<file path="config.mk">
export PLATFORM = sky130hd
export DESIGN_NAME = id_exe_pipe
export DESIGN_NICKNAME = d
export VERILOG_FILES = /design/src/rtl/id_exe_pipe.sv
export SDC_FILE = /design/constraint.sdc
export NUM_CORES = 1
export LEC_CHECK = 0
export CAP_MARGIN = 40
export CORE_MARGIN = 2
export CORE_UTILIZATION = 28
export DETAILED_ROUTE_END_ITERATION = 10
export SKIP_LAST_GASP = 1
export SYNTH_ARGS = -nofsm -noshare
export SYNTH_HDL_FRONTEND = slang
export SYNTH_SLANG_ARGS = --single-unit
</file>
<file path="constraint.sdc">
create_clock -name clk -period 5.43 [get_ports clk]
set_input_delay 1.086 -clock clk [delete_from_list [all_inputs] [get_ports clk]]
set_output_delay 1.086 -clock clk [all_outputs]
set_load 0.03 [all_outputs]
</file>
<file path="src/rtl/id_exe_pipe.sv">
// Decode-side forwarding and load-use hazard unit with the ID/EXE register.
// A bubble is loaded on a load-use stall or a flush of the ID instruction.
module id_exe_pipe #(
    parameter int WIDTH = 32,
    parameter int RW    = 5
) (
    input  logic             clk,
    input  logic             clrn,
    input  logic [RW-1:0]    rs,
    input  logic [RW-1:0]    rt,
    input  logic [RW-1:0]    rn,
    input  logic             users,
    input  logic             usert,
    input  logic [WIDTH-1:0] qa,
    input  logic [WIDTH-1:0] qb,
    input  logic [WIDTH-1:0] imm,
    input  logic [2:0]       aluc,
    input  logic             aluimm,
    input  logic             shift,
    input  logic             wreg,
    input  logic             m2reg,
    input  logic             wmem,
    input  logic             flush,
    input  logic [WIDTH-1:0] ealu,
    input  logic [RW-1:0]    mrn,
    input  logic             mwreg,
    input  logic             mm2reg,
    input  logic [WIDTH-1:0] malu,
    input  logic [WIDTH-1:0] mmo,
    output logic [WIDTH-1:0] ea,
    output logic [WIDTH-1:0] eb,
    output logic [WIDTH-1:0] eimm,
    output logic [2:0]       ealuc,
    output logic             ealuimm,
    output logic             eshift,
    output logic             ewreg,
    output logic             em2reg,
    output logic             ewmem,
    output logic [RW-1:0]    ern,
    output logic             stall
);

    logic             e_fwd;
    logic             m_fwd;
    logic             e_lod;
    logic [WIDTH-1:0] mval;
    logic [WIDTH-1:0] fa;
    logic [WIDTH-1:0] fb;
    logic             bubble;

    // EXE can only forward ALU results; a load there is still in flight
    assign e_fwd = ewreg & ~em2reg & (ern != '0);
    assign e_lod = ewreg & em2reg & (ern != '0);
    assign m_fwd = mwreg & (mrn != '0);
    assign mval  = mm2reg ? mmo : malu;

    always_comb begin
        fa = qa;
        if (e_fwd && ern == rs)
            fa = ealu;
        else if (m_fwd && mrn == rs)
            fa = mval;
    end

    always_comb begin
        fb = qb;
        if (e_fwd && ern == rt)
            fb = ealu;
        else if (m_fwd && mrn == rt)
            fb = mval;
    end

    assign stall = e_lod & ((users & (ern == rs)) |
                            (usert & (ern == rt)));
    assign bubble = stall | flush;

    always_ff @(posedge clk or negedge clrn) begin
        if (!clrn) begin
            ea      <= '0;
            eb      <= '0;
            eimm    <= '0;
            ealuc   <= '0;
            ealuimm <= 1'b0;
            eshift  <= 1'b0;
            ewreg   <= 1'b0;
            em2reg  <= 1'b0;
            ewmem   <= 1'b0;
            ern     <= '0;
        end else if (bubble) begin
            ea      <= '0;
            eb      <= '0;
            eimm    <= '0;
            ealuc   <= '0;
            ealuimm <= 1'b0;
            eshift  <= 1'b0;
            ewreg   <= 1'b0;
            em2reg  <= 1'b0;
            ewmem   <= 1'b0;
            ern     <= '0;
        end else begin
            ea      <= fa;
            eb      <= fb;
            eimm    <= imm;
            ealuc   <= aluc;
            ealuimm <= aluimm;
            eshift  <= shift;
            ewreg   <= wreg;
            em2reg  <= m2reg;
            ewmem   <= wmem;
            ern     <= rn;
        end
    end

endmodule

</file>
* Word level (Yosys, flattened, before mapping)
Index checks and enable logic that the tools add are counted.
Storage, ports and cells: bits of input ports 227, word-level logic and storage cells 46, bits in registers 109, output and inout port bits 110
Cells by class: muxes and demuxes 15, bitwise gates (word level) 11, reduce and logical (&&, ||, !) cells 6, eq/ne operators 4
Operator list (count):
- $mux W32 | 8
- $eq A5 B5 Y1 | 4
- $reduce_bool A5 Y1 | 2
- $and A1 B1 Y1 | 8
- $mux W1 | 5
- $mux W5 | 1
- $logic_and A1 B1 Y1 | 4
- $mux W3 | 1
- $or A1 B1 Y1 | 2
- $not A1 Y1 | 1

* Logic depth before layout (Yosys ltp)
Gate-level depths: netlist of the first run.
depth after elaboration 6, depth in mapped cells 7, depth with buffers taken out 5

* Least setup slack after synthesis of the first run
No wires, ideal clock.
path type input to output, start point input rs[2], end point output stall, arrival 2.285 ns, slack 2.059 ns, cell stages on the path 6, required time 4.344 ns, cell sequence nor2b_1 -> a2111oi_2 -> and3_1 -> o2111a_1 -> buf_4 -> buf_4
On the way: longest elaborated chain between the ends 4
Ends and longest elaborated chain:
- start: declaration | RTL line 9 | input logic [RW-1:0] rs,
- $eq A5 B5 Y1 | RTL line 73 | assign stall = e_lod & ((users & (ern == rs)) |
- $and A1 B1 Y1 | RTL line 73
- $or A1 B1 Y1 | RTL line 73
- $and A1 B1 Y1 | RTL line 73
- end: declaration | RTL line 40 | output logic stall
No other way between the ends.

* Worst setup path in the final report of the first run
start point input rs[3], end point output stall
Same word-level chain as after synthesis.

==> metrics.txt, run 1 <==
first-pass GRT wire length=31.8 mm; status=complete, no violations; clock slew at reported path FFs=90 ps; CP Data Arrival Time=3440 ps; worst-path maximum fanout=3; final setup vio count=0; GRT overflow=0; Clock Latency Late Sink=360 ps; CTS tree=yes; CP Buf/Inv Count=2; Cell Area, Synth=5980 um2; Synthesis Warnings=0; max cap viols=0; Worst Setup End Kind=primary output; reg-to-reg setup timing slack=~2700 ps; Post-Route Setup TNS=0 ps; #FFs+latches synth=109; DR vias=5,163; sequential share of the synthesized area=between 40% and 50%; Clock Path Buffers=2; placed cell area=9490 um2; CTS Hold Bufs=0; Initial Util=28.5%; Worst setup SP type=primary input; share of layout cells above drive strength 1=16.3%; # IOs=337; placed cell count=around 1,000; fin cells=between 1,000 and 1,500; count of final hold-check violations=0; final layout net count=1,006; syn avg cell area=12.7 um2; TritonRoute pass-1 iters=5; Pleak=approximately 0.0037 uW; GRT Util Overall=18.4%; placed wire-length estimate=15.8 mm; Setup Skew=15.0 ps; Detailed Route WL=21.0 mm; clk sink count=109; Post-Syn Instances=471; Slew Viols, Final=0; root buf cell=clkbuf_16; H-tree depth=3; Post-Syn Nets=approximately 700; critical path type=primary input to primary output; initial antenna violation count=0; pin count of the biggest net entering global routing=110; Peak supply drop=0.132 mV; Slew headroom=44.2%; Worst Path Required=4340 ps; I/O Buffers=336; Slowest cell on crit path=clkdlybuf4s50_1; Setup WS post-layout=903 ps; drt first-iter violations=167; Top Family by Delay on Critical Path=buffers and inverters; Core Util, Final=46.8%; minimum clock period=4530 ps; crit path cell chain=clkdlybuf4s50_1 > nor2b_1 > a2111oi_2 > and3_1 > o2111a_4 > clkdlybuf4s50_1; period utilization=between 80% and 90%; fmax=0.221 GHz; diodes inserted=0; die area=22,500 um2; DR WL/cell=19.9 um; TritonCTS Buffers=9; synth unique cells=30; pre-CTS WS=896 ps; RSZ-0062 raised after global routing=false; drt drc=0; post-route ant nets=0; cts repair resizes=0; post-route cell area=9810 um2; RePlAce Congestion=0.819; most frequent CP cell=clkdlybuf4s50_1; Hold Path Class=primary input to asynchronous set/reset pin; Slew @ Worst Pin=837 ps; Setup crit start=rs[3]; crit-path max cell delay=680 ps; Die Span Y=150 um; Row Count=53; Layout area overhead=64.1%; pwr dens=215 nW/um2; Vias/cell=4.88; Die X=150 um; number of global-route vias before repair=about 5,700; Setup Fix Bufs, Post-CTS=0; core area=21,000 um2; worst r2r src=ern[1]
[per-stage QoR]
step	total power, uW	hold WS (ps)
4_1_cts	2150	527
6_report	2110	541
3_5_place_dp	1440	921
3_3_place_gp	1430	1180
5_1_grt	2220	521
2_1_floorplan	1120	790
[registers in the layout (all words and copies together) (netlist names)]
signal	cells
em2reg	1
ewmem	1
ewreg	1
ealuimm	1
eimm	32
eshift	1
eb	32
ealuc	3
ea	32
ern	5
[cells in the mapped netlist]
cell type	number	area, um2
a2111oi_1	2	20.0
a2111oi_2	63	946
a211oi_1	1	7.51
a21oi_1	1	5.00
and3_1	1	6.26
and4_1	2	17.5
and4b_1	1	10.0
buf_12	6	120
buf_2	9	45.0
buf_4	6	45.0
buf_6	8	90.1
clkbuf_1	19	71.3
dfrtp_1	109	2730
inv_1	2	7.51
mux2_2	32	360
mux2i_1	64	641
nand2_1	2	7.51
nand2b_1	4	25.0
nand3_2	1	10.0
nand4b_2	1	15.0
nor2_1	66	248
nor2b_1	3	18.8
nor3_1	2	10.0
nor3b_1	45	338
nor4_1	1	6.26
o2111a_1	2	22.5
o21a_1	1	7.51
or4_1	1	7.51
xnor2_1	7	61.3
xor2_1	9	78.8
[power by group]
part	leakage [uW]	total (uW)	switching [uW]	internal, uW
Sequential	0.00140	871	15.9	856
Clock	0.000151	686	353	333
Combinational	0.00214	550	248	302
Total	0.00370	2110	617	1490
[cell usage in the layout (no fill, tap or decap), types with 2 or more instances in the layout]
cell type	instances
inv_1	2
nand2_1	2
and4_2	2
nor2_1	66
xor2_1	9
dfrtp_1	109
clkinv_8	3
nor3_1	2
buf_4	5
nor3b_1	45
a2111oi_1	2
mux2_2	32
nor2b_1	3
xnor2_1	7
mux2i_1	64
a2111oi_2	63
clkdlybuf4s50_1	333
buf_16	3
nand2b_1	4
inv_6	3
clkbuf_16	9
buf_12	3
[final cells by class]
| type | count | area (um2) |
|---|---|---|
| tap | 275 | 344 |
| clock buffer | 9 | 225 |
| clock inverter | 7 | 86.3 |
| sequential | 109 | 2730 |
| multi-input combinational | 312 | 2900 |
| fill | 1951 | 11100 |
| inverter | 2 | 7.51 |
| timing repair buffer | 345 | 3520 |
[kinds of logic after synthesis]
logic type	count (synthesis)	share of synthesized area [%]
and+or+nand+nor	130	12.0
DFF	109	45.6
muxes	96	16.8
AOI/OAI and AO/OA	70	16.9
buffers and inverters	50	6.34
xor gates and xnor gates	16	2.35
[worst register-to-register path, stage by stage, from the launching register on]
cell and delay [ps]:
dfrtp_1 430, nor4_1 520, a21oi_1 210, nand4b_4 450
buf_4 560, nor2_1 150, a2111oi_2 340
[metal layers]
metal  vias up  track usage (%)  wire length [um]
li1       2382                -                 -
met5         -                0                 0
met4         0             5.05               345
met2       232             33.2             10900
met3        22             6.30              2000
met1      2527             20.5              7840
[path summary, 6_finish.rpt]
| check | to | cells after the start |
|---|---|---|
| min in group clk | ea[30] | 4 |
| setup / recovery | stall | 6 |
| max in group asynchronous | ea[1] | 3 |
| hold / removal | eb[18] | 1 |
| hold reg to reg | ea[30] | 4 |
| setup reg to reg | eb[10] | 6 |
No activity file was read; power rests on OpenSTA's default activity.
==> inputs of run 2 (changes only) <==
- clock period: 5.43 -> 4.7 ns (I/O delays scaled with it)
==> metrics.txt, run 2 (synthesized netlist as in run 1, its figures left out) <==
RR Endpoint=ea[15]; Die X=150 um (unchanged); period utilization=79.0%; most common cell after layout, fill and taps aside=clkdlybuf4s50_1; Core Util, Final=46.5% (-0.27 points); worst r2r src=ern[2]; Slew @ Worst Pin=870 ps (+32.6 ps); Slew Viols, Final=0 (unchanged); TritonRoute pass-1 iters=4 (-1); Layout area overhead=63.1%; share of layout cells above drive strength 1=16.7% (+0.34 points); Pleak=0.00368 uW (-0.45%); Layout fillers=1,982 (+1.6%); minimum clock period=3710 ps; worst-path maximum fanout=3 (unchanged); number of global-route vias before repair=5,691 (+0.30%); Die Span Y=150 um (unchanged); biggest regs=ea (32), eb (32), eimm (32); max cap viols=0 (unchanged); Worst Setup End Kind=primary output; crit path cell chain=clkdlybuf4s50_1 > nor2b_1 > a2111oi_2 > and3_1 > o2111a_4 > buf_4; post-route ant nets=0 (unchanged); drt drc=0 (unchanged); final setup vio count=0 (unchanged); Seq pwr share=41.7% (+0.3 points); Setup Skew=11.8 ps (-3.21 ps); switching pwr=703 uW (+14%); Vias/cell=4.84 (-0.81%); count of final hold-check violations=0 (unchanged); die area=22,500 um2 (unchanged); pwr dens=248 nW/um2 (+15%); CTS Hold Bufs=0 (unchanged); Slowest cell on crit path=clkdlybuf4s50_1; Worst setup SP type=primary input; Slew headroom=42.0% (-2.2 points); final layout net count=1,008 (+0.20%); Detailed Route WL=20.8 mm (-1.2%); Row Count=53 (unchanged); drt first-iter violations=119 (-29%); Hold Path Class=primary input to asynchronous set/reset pin; TritonCTS Buffers=9 (unchanged); CP Data Arrival Time=2770 ps (-670 ps); clk sink count=109 (unchanged); placed wire-length estimate=15.8 mm (about the same); RePlAce Congestion=0.850 (+3.7%); pre-CTS WS=977 ps (+81.4 ps); diodes inserted=0 (unchanged); Worst Path Required=3760 ps (-580 ps); worst reg2reg path depth=6 (unchanged); cts repair resizes=0 (unchanged); most frequent cells in the layout=332 x clkdlybuf4s50_1, 109 x dfrtp_1, 66 x nor2_1; Fin Hold WS=501 ps (-40.2 ps); Initial Util=28.5% (unchanged); # IOs=337 (unchanged); core area=21,000 um2 (unchanged); initial antenna violation count=0 (unchanged); status=complete, no violations; I/O Buffers=336 (unchanged); Pint=1710 uW (+15%); Switching Share=29.1% (-0.20 points); RSZ-0062 raised after global routing=false; Peak supply drop=0.157 mV (+20%); crit-path max cell delay=520 ps (-160 ps); root buf cell=clkbuf_16; Setup WS post-layout=989 ps (+86.7 ps); critical path type=primary input to primary output; first-pass GRT wire length=31.7 mm (-0.11%); GRT Util Overall=18.3% (-0.020 points); H-tree depth=3 (unchanged); CTS tree=yes; Clock Path Buffers=2 (unchanged); clock slew at reported path FFs=90 ps (about the same); Top Family by Delay on Critical Path=compound AO/OA/AOI/OAI gates; Clock Latency Late Sink=350 ps (about the same); DR WL/cell=19.6 um (-1.4%); DR vias=5,131 (-0.62%); Post-Route Setup TNS=0 ps (unchanged); reg-to-reg setup timing slack=2160 ps (-500 ps); fmax=approximately 0.27 GHz; Setup Fix Bufs, Post-CTS=0 (unchanged); GRT overflow=0 (unchanged); CP Buf/Inv Count=2 (unchanged); pin count of the biggest net entering global routing=110 (unchanged); clock power share=32.2% (-0.4 points); Comb pwr share=26.1% (about the same)
-- run 2: metal layers --
metal	global-route usage (%)	vias to the layer above	share of wire, %
li1	-	2385	-
met1	21.1	2512	38
met2	32.2	211	51
met3	6.73	23	9.3
met4	4.72	0	2.0
met5	0	-	0
-- run 2: worst max-delay path by stage --
stage	start	endpoint	slack (ps)	cells past startpoint
finish	rs[2]	stall	990	6
global route	rs[2]	stall	910	6
CTS	rs[2]	stall	970	6
detailed placement	rs[2]	stall	980	6
global placement	rs[2]	stall	980	6
floorplan	rs[2]	stall	1620	6
-- run 2: per-stage QoR --
stage	power, uW	cell area, um2	cells
6_report	2420	9750	1061
5_1_grt	2530	9750	1061
4_1_cts	2460	9750	1061
2_1_floorplan	1300	5980	471
3_3_place_gp	1650	9450	1045
3_5_place_dp	1660	9450	1045
-- run 2: power groups by stage --
stage / Clock, uW / Sequential, uW / Combinational [uW]
CTS: 811 / 1010 / 640
detailed placement: 0 / 1030 / 637
finish: 778 / 1010 / 630
global route: 847 / 1010 / 672
floorplan: 0 / 1130 / 163
global placement: 0 / 1030 / 629
-- run 2: area by class of cell --
cell class	count	area (um2)	share of cell area, %
timing repair buffer	347	3470	35.6
multi-input combinational	312	2900	29.7
sequential	109	2730	28.0
tap	275	344	3.53
clock buffer	9	225	2.31
clock inverter	7	77.6	0.796
inverter	2	7.51	0.0770
